### config.mk
export PLATFORM = sky130hd
export DESIGN_NAME = alu
export DESIGN_NICKNAME = d
export VERILOG_FILES = /design/src/rtl/alu.sv
export SDC_FILE = /design/constraint.sdc
export NUM_CORES = 1
export LEC_CHECK = 0
export CORE_MARGIN = 5
export CORE_UTILIZATION = 55
export DETAILED_ROUTE_END_ITERATION = 10
export DONT_BUFFER_PORTS = 1
export PLACE_DENSITY = 0.7
export SYNTH_ARGS = -nofsm -noshare
export SYNTH_HDL_FRONTEND = slang
export SYNTH_SLANG_ARGS = --single-unit
export TNS_END_PERCENT = 50
### constraint.sdc
create_clock -name clk -period 2.1 [get_ports clk]
set_input_delay 0.42 -clock clk [delete_from_list [all_inputs] [get_ports clk]]
set_output_delay 0.42 -clock clk [all_outputs]
set_load 0.01 [all_outputs]
### src/rtl/alu.sv
// alu: 4-bit registered ALU with one-cycle latency and full throughput.
// Ports:
//   clk, rst        rising-edge clock, synchronous active-high reset
//   in_valid        operands/op are valid this cycle
//   a, b            4-bit operands (b is ignored for shift ops)
//   op              000 ADD, 001 SUB, 010 AND, 011 OR, 100 SHL, 101 SHR,
//                   110/111 reserved (result 0)
//   out_valid       result/flags were loaded on the last edge
//   result          4-bit result
//   carry           ADD carry-out / SUB borrow
//   zero, negative  result == 0, result[3]
//   overflow        signed overflow (ADD/SUB only)
module alu (
    input  logic        clk,
    input  logic        rst,
    input  logic        in_valid,
    input  logic [3:0]  a,
    input  logic [3:0]  b,
    input  logic [2:0]  op,
    output logic        out_valid,
    output logic [3:0]  result,
    output logic        carry,
    output logic        zero,
    output logic        negative,
    output logic        overflow
);

    localparam int unsigned W = 4;

    typedef enum logic [2:0] {
        OP_ADD = 3'b000,
        OP_SUB = 3'b001,
        OP_AND = 3'b010,
        OP_OR  = 3'b011,
        OP_SHL = 3'b100,
        OP_SHR = 3'b101
    } op_e;

    logic         valid_q;
    logic [W-1:0] result_q, result_d;
    logic         carry_q, carry_d;
    logic         zero_q, zero_d;
    logic         negative_q, negative_d;
    logic         overflow_q, overflow_d;

    logic [W:0]   sum_c;
    logic [W:0]   diff_c;

    // One extra bit on each side so bit W carries the carry-out / borrow.
    assign sum_c  = {1'b0, a} + {1'b0, b};
    assign diff_c = {1'b0, a} - {1'b0, b};

    // Next result and flags for the presented operation.
    always_comb begin
        result_d   = '0;
        carry_d    = 1'b0;
        overflow_d = 1'b0;
        case (op)
            OP_ADD: begin
                result_d   = sum_c[W-1:0];
                carry_d    = sum_c[W];
                overflow_d = (a[W-1] == b[W-1]) && (sum_c[W-1] != a[W-1]);
            end
            OP_SUB: begin
                result_d   = diff_c[W-1:0];
                carry_d    = diff_c[W];
                overflow_d = (a[W-1] != b[W-1]) && (diff_c[W-1] != a[W-1]);
            end
            OP_AND:  result_d = a & b;
            OP_OR:   result_d = a | b;
            OP_SHL:  result_d = {a[W-2:0], 1'b0};
            OP_SHR:  result_d = {1'b0, a[W-1:1]};
            default: result_d = '0;
        endcase
        zero_d     = (result_d == '0);
        negative_d = result_d[W-1];
    end

    // Output registers; data holds while no valid input arrives.
    always_ff @(posedge clk) begin
        if (rst) begin
            valid_q    <= 1'b0;
            result_q   <= '0;
            carry_q    <= 1'b0;
            zero_q     <= 1'b0;
            negative_q <= 1'b0;
            overflow_q <= 1'b0;
        end else begin
            valid_q <= in_valid;
            if (in_valid) begin
                result_q   <= result_d;
                carry_q    <= carry_d;
                zero_q     <= zero_d;
                negative_q <= negative_d;
                overflow_q <= overflow_d;
            end
        end
    end

    assign out_valid = valid_q;
    assign result    = result_q;
    assign carry     = carry_q;
    assign zero      = zero_q;
    assign negative  = negative_q;
    assign overflow  = overflow_q;

endmodule

==> flow_summary.rst <==
.. list-table::
   :header-rows: 1

   * - Metric
     - Value
   * - All-Layer GR Usage
     - 0.148
   * - Status
     - completed
   * - Wire length of the first global-routing pass
     - 2930 um
   * - Hold-fix buffer count after cts
     - 0
   * - Ys Warns
     - 0
   * - Crit path max fanout
     - 3
   * - Cell with the most instances after synthesis
     - sky130_fd_sc_hd__inv_1
   * - Area of the die
     - 2460 um^2
   * - Final Cycle Share
     - 0.855
   * - Clock share of power
     - 0.278
   * - CTS Buffer Depth
     - 2
   * - Switching share of power
     - 0.297
   * - Unrepaired setup endpoints after global routing
     - no
   * - Routed via count
     - 719
   * - Hold path cells
     - 1
   * - Capture point of the worst reg-to-reg path
     - zero$_SDFFE_PP0P_
   * - Max Clock Skew
     - 0 ps
   * - Total congestion overflow
     - 0
   * - HPWL after detailed placement
     - 1360 um
   * - Mean number of vias per cell
     - 5.89
   * - Power per cell area
     - 468 nW/um^2
   * - Num ports
     - 23
   * - Number of buffers added for setup after CTS
     - 0
   * - Type of the worst setup path
     - input port to flop
   * - Number of maximum-capacitance constraint violations
     - 0
   * - Final hold violation count
     - 0
   * - Number of nets still failing antenna checks after routing
     - 0
   * - Layout cell share with drive strength beyond 1
     - 0.0566
   * - Gate Count Post-Synth
     - 110
   * - Synth unique cells
     - 39
   * - Total wire length
     - 1670 um
   * - Top cells by count, synth
     - sky130_fd_sc_hd__inv_1 (13), sky130_fd_sc_hd__ha_1 (12), sky130_fd_sc_hd__nor2_1 (11), sky130_fd_sc_hd__dfxtp_1 (8), sky130_fd_sc_hd__nand2_1 (7)
   * - Slew HR
     - 0.759
   * - Number of register bits inferred by synthesis
     - 8
   * - Min Tclk post-route
     - 1790 ps
   * - Core ar.
     - 1490 um^2
   * - Width of the chip
     - 49.6 um
   * - Count of input and output buffers
     - 0
   * - Achievable Freq
     - 557 MHz
   * - Fraction of power consumed by sequential logic
     - 0.425
   * - Site row count
     - 14
   * - Internal
     - 0.285 mW
   * - Post-synthesis area per instance
     - 7.83 um^2
   * - Asr flop ratio synth
     - 0
   * - GP Congestion
     - 0.818
   * - Insertion delay to the later sink of the worst-skew pair
     - 250 ps
   * - Register area share after synthesis
     - 0.186
   * - Synth top area share
     - 0.186
   * - TritonCTS buffer count
     - 3
   * - Synth area leaders
     - sky130_fd_sc_hd__dfxtp_1 (19%), sky130_fd_sc_hd__ha_1 (17%), sky130_fd_sc_hd__inv_1 (5.7%)
   * - Final-report max-slew violation count
     - 0
   * - Clock tree from TritonCTS
     - yes
   * - Worst reg-to-reg path cell count
     - 2
   * - Starting DRT DRC Count
     - 15
   * - Worst EP required
     - 2240 ps
   * - Final setup violation count
     - 0
   * - Initial Utilization
     - 0.578
   * - Maximum number of pins on one net before global-route repair
     - 22
   * - Combinational fraction of design power
     - 0.297
   * - 1st-pass router iterations
     - 4
   * - Reg2reg setup slack
     - 1320 ps
   * - Die height
     - 49.6 um
   * - Net switching power
     - 0.120 mW
   * - Clock transition at the registers of the reported paths
     - 50 ps
   * - Antenna cells
     - 0
   * - Kind of path behind the tightest hold check
     - input port to flop
   * - Worst R2R Start
     - zero$_SDFFE_PP0P_
   * - Final Core Density
     - 0.582
   * - Summed negative setup slack over all endpoints
     - 0 ps
   * - CP startpoint kind
     - input port
   * - Library cell occupying the most area in the post-synthesis netlist
     - sky130_fd_sc_hd__dfxtp_1
   * - DRC Markers
     - 0
   * - TritonCTS Sinks
     - 8
   * - Vias in the first global route
     - 676
   * - Arr. time, crit path
     - 1940 ps
   * - Area overhead of the layout relative to synthesis
     - 0.581%
   * - Final routed wire length divided by cell count
     - 13.7 um
   * - Transition at the pin with the smallest max-transition slack
     - 360 ps
   * - Startpoint of the worst hold path
     - rst
   * - Hold Path Sink
     - result[2]$_SDFFE_PP0P_
   * - H-tree depth reported by CTS
     - 1
   * - Number of nets in the final layout
     - 136
   * - Synthesized area
     - 861 um^2
   * - Worst supply voltage drop on vdd
     - 0.155 mV
   * - Most used flip-flop cell after synthesis
     - sky130_fd_sc_hd__dfxtp_1
   * - Number of flops mapped to enable cells by yosys
     - 0
   * - Number of gates resized after CTS
     - 0
   * - Critical Path Sink Type
     - flop
   * - Static power due to leakage
     - 0.373 nW
   * - Clock tree root driver cell
     - sky130_fd_sc_hd__clkbuf_4
   * - Number of antenna violations at the first check in global routing
     - 0
   * - Post-Syn Nets
     - 138
[stage by stage]
stage / cell area [um^2] / setup WS, ps / std cells / power, mW / hold WS (ps)
finish: 866 / 305 / 122 / 0.405 / 229
global route: 866 / 154 / 122 / 0.437 / 219
CTS: 866 / 315 / 122 / 0.410 / 225
detailed placement: 843 / 68.0 / 119 / 0.296 / 489
global placement: 843 / 111 / 119 / 0.294 / 488
floorplan: 861 / 172 / 110 / 0.292 / 489
[worst max-delay path by stage]
stage,slack [ps],from,end,depth (start not counted)
after floorplan,170,a[0],zero$_SDFFE_PP0P_,8
after global placement,110,a[0],zero$_SDFFE_PP0P_,8
after detailed placement,70,a[0],zero$_SDFFE_PP0P_,8
after CTS,320,a[0],zero$_SDFFE_PP0P_,8
after global routing,150,b[1],zero$_SDFFE_PP0P_,7
final,310,a[0],zero$_SDFFE_PP0P_,8
[cells in the final DEF (no fill, tap or decap), types with 2 or more instances in the layout]
master,synthesis,routed
sky130_fd_sc_hd__dfxtp_1,8,8
sky130_fd_sc_hd__a21oi_1,5,5
sky130_fd_sc_hd__nor4_1,2,2
sky130_fd_sc_hd__nand2b_1,3,3
sky130_fd_sc_hd__nor2_1,11,11
sky130_fd_sc_hd__nor3_1,3,3
sky130_fd_sc_hd__ha_1,12,12
sky130_fd_sc_hd__nor2b_1,5,5
sky130_fd_sc_hd__a211oi_1,2,2
sky130_fd_sc_hd__o21bai_1,2,2
sky130_fd_sc_hd__o2111ai_1,2,2
sky130_fd_sc_hd__xnor2_1,3,3
sky130_fd_sc_hd__nand3_1,2,2
sky130_fd_sc_hd__clkbuf_4,0,3
sky130_fd_sc_hd__nand2_1,7,7
sky130_fd_sc_hd__inv_1,13,13
sky130_fd_sc_hd__a2bb2oi_1,2,2
sky130_fd_sc_hd__fa_1,2,2
[registers in the layout (all words and copies together), names as in the netlist]
register and count:
carry 1, out_valid 1, overflow 1, result 4
zero 1
[cell type report]
type | count | area [um^2]
Fill cell | 145 | 623
Inverter | 14 | 52.6
Multi-Input combinational cell | 81 | 611
Sequential cell | 8 | 160
Clock buffer | 3 | 22.5
Tap cell | 16 | 20.0
[worst max-delay path, stage by stage]
cell and delay [ps]:
sky130_fd_sc_hd__ha_1 180, sky130_fd_sc_hd__inv_1 60, sky130_fd_sc_hd__fa_1 370, sky130_fd_sc_hd__nor2b_1 140, sky130_fd_sc_hd__nor4_1 170, sky130_fd_sc_hd__a31oi_1 70, sky130_fd_sc_hd__o221a_1 280, sky130_fd_sc_hd__a41o_1 240
[power by group through the flow]
| stage | registers, mW | clock network [mW] | logic, mW |
|---|---|---|---|
| 3_5_place_dp | 0.176 | 0 | 0.120 |
| 6_report | 0.172 | 0.113 | 0.120 |
| 4_1_cts | 0.173 | 0.116 | 0.121 |
| 2_1_floorplan | 0.173 | 0 | 0.119 |
| 5_1_grt | 0.173 | 0.123 | 0.140 |
| 3_3_place_gp | 0.175 | 0 | 0.118 |
[logic make-up after synthesis]
kind of cell,after synthesis,synth area share
flops,8,0.186
xor+xnor,3,0.0305
mux,1,0.0116
simple gates,37,0.211
fa+ha+maj,14,0.221
compound gates,26,0.235
buf+inv,21,0.105
[per-layer routing]
layer	share of wire	wire, um	track usage	vias to the layer above
li1	-	-	-	372
met1	0.44	732	0.189	321
met2	0.44	735	0.220	22
met3	0.10	172	0.0422	4
met4	0.019	31	0.0786	0
met5	0	0	0	-
No activity file was read; power rests on OpenSTA's default activity.
==> edit 1 (same settings) <==
Register the inputs `in_valid`, `a`, `b` and `op` before use, cleared by the reset. The logic sees them one clock later. Comments in the files are not updated.
--- a/src/rtl/alu.sv
+++ b/src/rtl/alu.sv
@@ -36,6 +36,25 @@
         OP_SHR = 3'b101
     } op_e;
 
+    logic in_valid_q;
+    logic [3:0] a_q;
+    logic [3:0] b_q;
+    logic [2:0] op_q;
+
+    always_ff @(posedge clk) begin
+        if (rst) begin
+            in_valid_q <= '0;
+            a_q        <= '0;
+            b_q        <= '0;
+            op_q       <= '0;
+        end else begin
+            in_valid_q <= in_valid;
+            a_q        <= a;
+            b_q        <= b;
+            op_q       <= op;
+        end
+    end
+
     logic         valid_q;
     logic [W-1:0] result_q, result_d;
     logic         carry_q, carry_d;
@@ -47,29 +66,29 @@
     logic [W:0]   diff_c;
 
     // One extra bit on each side so bit W carries the carry-out / borrow.
-    assign sum_c  = {1'b0, a} + {1'b0, b};
-    assign diff_c = {1'b0, a} - {1'b0, b};
+    assign sum_c  = {1'b0, a_q} + {1'b0, b_q};
+    assign diff_c = {1'b0, a_q} - {1'b0, b_q};
 
     // Next result and flags for the presented operation.
     always_comb begin
         result_d   = '0;
         carry_d    = 1'b0;
         overflow_d = 1'b0;
-        case (op)
+        case (op_q)
             OP_ADD: begin
                 result_d   = sum_c[W-1:0];
                 carry_d    = sum_c[W];
-                overflow_d = (a[W-1] == b[W-1]) && (sum_c[W-1] != a[W-1]);
+                overflow_d = (a_q[W-1] == b_q[W-1]) && (sum_c[W-1] != a_q[W-1]);
             end
             OP_SUB: begin
                 result_d   = diff_c[W-1:0];
                 carry_d    = diff_c[W];
-                overflow_d = (a[W-1] != b[W-1]) && (diff_c[W-1] != a[W-1]);
+                overflow_d = (a_q[W-1] != b_q[W-1]) && (diff_c[W-1] != a_q[W-1]);
             end
-            OP_AND:  result_d = a & b;
-            OP_OR:   result_d = a | b;
-            OP_SHL:  result_d = {a[W-2:0], 1'b0};
-            OP_SHR:  result_d = {1'b0, a[W-1:1]};
+            OP_AND:  result_d = a_q & b_q;
+            OP_OR:   result_d = a_q | b_q;
+            OP_SHL:  result_d = {a_q[W-2:0], 1'b0};
+            OP_SHR:  result_d = {1'b0, a_q[W-1:1]};
             default: result_d = '0;
         endcase
         zero_d     = (result_d == '0);
@@ -86,8 +105,8 @@
             negative_q <= 1'b0;
             overflow_q <= 1'b0;
         end else begin
-            valid_q <= in_valid;
-            if (in_valid) begin
+            valid_q <= in_valid_q;
+            if (in_valid_q) begin
                 result_q   <= result_d;
                 carry_q    <= carry_d;
                 zero_q     <= zero_d;
Function: changed (a bounded check fails within 4 cycles, from zero or initial values and one cycle with rst high).
==> edit 1 against the unedited design <==
Register-to-register slack worse by 1200 ps; sequential share of layout area up 13 points; die area up 34%; clock skew up 9.1 ps; global-route usage up 0.35 points; total power up 94%; final area up 46%; routed wire length up 36%; sequential cell count up 12; worst setup slack worse by 180 ps; area after synthesis up 43%; critical path depth down 1; critical endpoint unchanged.
==> edit 1: results (changes against the unedited design) <==
* Total Routing Usage GR at 0.1512 (was 0.1477)
* Synth area leaders: dfxtp_1 33%, ha_1 12%, nor2b_1 9.1% (was dfxtp_1 19%, ha_1 17%, inv_1 5.7%)
* Met2 usage at 0.2496 (was 0.2203)
* WHS at 171.1 ps (was 229.0 ps)
* Compound-gate portion of the synthesized area at 0.1453 (was 0.2355)
* Worst R2R Path Depth at 7 (was 2)
* Xor/xnor cell area share of the yosys netlist at 0.02134 (was 0.03052)
* Register area share after synthesis at 0.3252 (was 0.1860)
* Met1 Use GR at 0.1881 (was 0.1891)
* Met2 WL at 1030 um (was 735 um)
* Vias in the first global route at 882 (was 676)
* Post-synthesis mux area share at 0.05691 (was 0.01163)
* CP max stage delay at 420 ps (was 370 ps)
* CTS clk-pin slew, worst paths at 110 ps (was 50 ps)
* Final HPWL DP at 1799 um (was 1363 um)
* Dpl cells at 159 (was 119)
* Post-synth top cells: 20 x dfxtp_1, 18 x nor2b_1, 14 x inv_1 (was 13 x inv_1, 12 x ha_1, 11 x nor2_1)
* Worst Setup SP: b_q[0] (was a[0])
* DR WL met3 at 99 um (was 172 um)
* Avg Synthesized Cell Area at 8.987 sq um (was 7.826 sq um)
* Post-synthesis adder-cell area fraction at 0.1545 (was 0.2209)
* Layout cells sized above 1 at 0.1037 (was 0.05660)
* Vias/cell at 5.325 (was 5.893)
* DR iter-0 viols at 10 (was 15)
* Status: complete, no violations (unchanged)
* Total Wirelength at 2278 um (was 1671 um)
* Syn Nets at 165 (was 138)
* Slew of the pin with the lowest slew margin at 528.2 ps (was 359.5 ps)
## edit 1: power breakdown
| part | leakage, nW | switching, mW | internal, mW |
|---|---|---|---|
| clock network | 0.0210 | 0.111 | 0.106 |
| registers | 0.165 | 0.0300 | 0.399 |
| logic | 0.330 | 0.0706 | 0.0684 |
| total | 0.516 | 0.212 | 0.573 |
## edit 1: layout make-up
class	count	area (sq um)
inverters	15	56.30
repair buffers	2	15.01
multi-input cells	94	723.2
fillers	208	903.4
well taps	28	35.03
flip-flops and latches	20	400.4
clock buffers	4	36.28
## edit 1: timing repair
item | in CTS | in global routing
hold buffers | 0 | 0
setup endpoints to repair | 0 | 1
gates resized for setup | 0 | 1
setup buffers | 0 | 0
## edit 1: through the flow
step,cell area [sq um],setup WS [ps]
after floorplan,1231,300.7
after global placement,1230,161.3
after detailed placement,1230,135.1
after CTS,1266,110.5
after global routing,1266,2.113
final,1266,129.1
==> edit 2 (same settings) <==
Made on the original files. The output `out_valid` loses its register stage (`valid_q` becomes a continuous assignment).
--- a/src/rtl/alu.sv
+++ b/src/rtl/alu.sv
@@ -79,14 +79,12 @@
     // Output registers; data holds while no valid input arrives.
     always_ff @(posedge clk) begin
         if (rst) begin
-            valid_q    <= 1'b0;
             result_q   <= '0;
             carry_q    <= 1'b0;
             zero_q     <= 1'b0;
             negative_q <= 1'b0;
             overflow_q <= 1'b0;
         end else begin
-            valid_q <= in_valid;
             if (in_valid) begin
                 result_q   <= result_d;
                 carry_q    <= carry_d;
@@ -97,6 +95,8 @@
         end
     end
 
+    assign valid_q = in_valid;
+
     assign out_valid = valid_q;
     assign result    = result_q;
     assign carry     = carry_q;
Behaviour: not the same (Yosys sat finds a counterexample within 4 cycles, from zero or initial values and one cycle with rst high).
==> edit 2 against the unedited design <==
Sequential share of layout area is 2.8 points lower; critical path type unchanged; critical endpoint unchanged; area after synthesis is 0.15% lower; worst setup slack worse by 100 ps; clock skew stayed put; fmax is 5.3% lower; sequential cell count is 1 lower; routed wire length is 3.5% higher; die area is 0.10% lower; total power is 1.5% lower; count of clock-buffer cells in the layout is 1 higher; final cell count is 1.6% higher; final area is 3.0% higher.
==> edit 2: results (changes against the unedited design) <==
* Clock power share at 0.304 (was 0.278)
* Dpl cell area at 865.8 sq um (was 843.3 sq um)
* Final HPWL DP at 1453 um (was 1363 um)
* Post-synth top cells: 17 x inv_1, 12 x ha_1, 12 x nor2_1 (was 13 x inv_1, 12 x ha_1, 11 x nor2_1)
* Crit-path max FO at 3 (unchanged)
* Slew of the pin with the lowest slew margin at 307.3 ps (was 359.5 ps)
* Vias/cell at 5.677 (was 5.893)
* Post-synthesis mux area share at 0.07278 (was 0.01163)
* Global placement routability congestion at 0.8754 (was 0.8179)
* DR WL met3 at 132 um (was 172 um)
* Met2 WL at 800 um (was 735 um)
* Count of cell types in the netlist at 32 (was 39)
* Met1 Routed Length at 781 um (was 732 um)
* Status: complete, no violations (unchanged)
* Total Wirelength at 1729 um (was 1671 um)
* Met1 Use GR at 0.1908 (was 0.1891)
* Dpl cells at 120 (was 119)
* Post-synthesis adder-cell area fraction at 0.2213 (was 0.2209)
* CP arrival at 2060 ps (was 1940 ps)
* Routed WL per cell at 13.94 um (was 13.70 um)
* DR iter-0 viols at 8 (was 15)
* Total Routing Usage GR at 0.1481 (was 0.1477)
* Int Power at 0.2762 mW (was 0.2848 mW)
* Max FFs per register at 4 (unchanged)
* Peak supply drop at 0.4201 mV (was 0.1553 mV)
* Power per cell area at 447.2 mW/mm^2 (was 467.9 mW/mm^2)
* Top sig layer: met4 (unchanged)
* Critical-path top delay cell: mux4_2 (was fa_1)
* Synth area leaders: ha_1 17%, dfxtp_1 16%, inv_1 7.4% (was dfxtp_1 19%, ha_1 17%, inv_1 5.7%)
* Largest net degree at the start of global routing at 20 (was 22)
* Register area share after synthesis at 0.1630 (was 0.1860)
* Number of port buffers at 0 (unchanged)
* Seq pwr share at 0.382 (was 0.425)
* Mapped Cells at 107 (was 110)
* Met2 usage at 0.2246 (was 0.2203)
* CP max stage delay at 480 ps (was 370 ps)
* Vias in the first global route at 668 (was 676)
* Pre-CTS WS at -60.62 ps (was 68.05 ps)
* Compound-gate portion of the synthesized area at 0.2475 (was 0.2355)
* Global-route wire length before repair at 2946 um (was 2932 um)
-- edit 2: changes by cell type after synthesis, sizes merged, moves of 3 or more --
cell and delta:
nor2b -3, nand2b +3, nand2 -5, a21oi +3, a211o +3, nor3 -3, mux2i +3, inv +3
-- edit 2: final timing paths --
kind / startpoint / endpoint / slack (ps) / cells past startpoint
hold / removal: rst / result[1] / 230 / 1
setup reg to reg: result[3] / result[3] / 1340 / 3
hold reg to reg: carry / carry / 510 / 2
setup / recovery: a[0] / zero / 210 / 8
-- edit 2: worst max-delay path: cells and delay by family --
| kind | cells | cell delay, ps |
|---|---|---|
| buf+inv | 2 | 130 |
| simple gates | 1 | 100 |
| fa+ha+maj | 2 | 600 |
| compound gates | 2 | 340 |
| mux | 1 | 480 |
-- edit 2: layout make-up --
class,count,area (sq um)
multi-input combinational,78,626.9
fill,143,596.8
sequential,7,140.1
inverter,17,63.81
clock buffer,4,26.28
tap,16,20.02
timing repair buffer,2,15.01
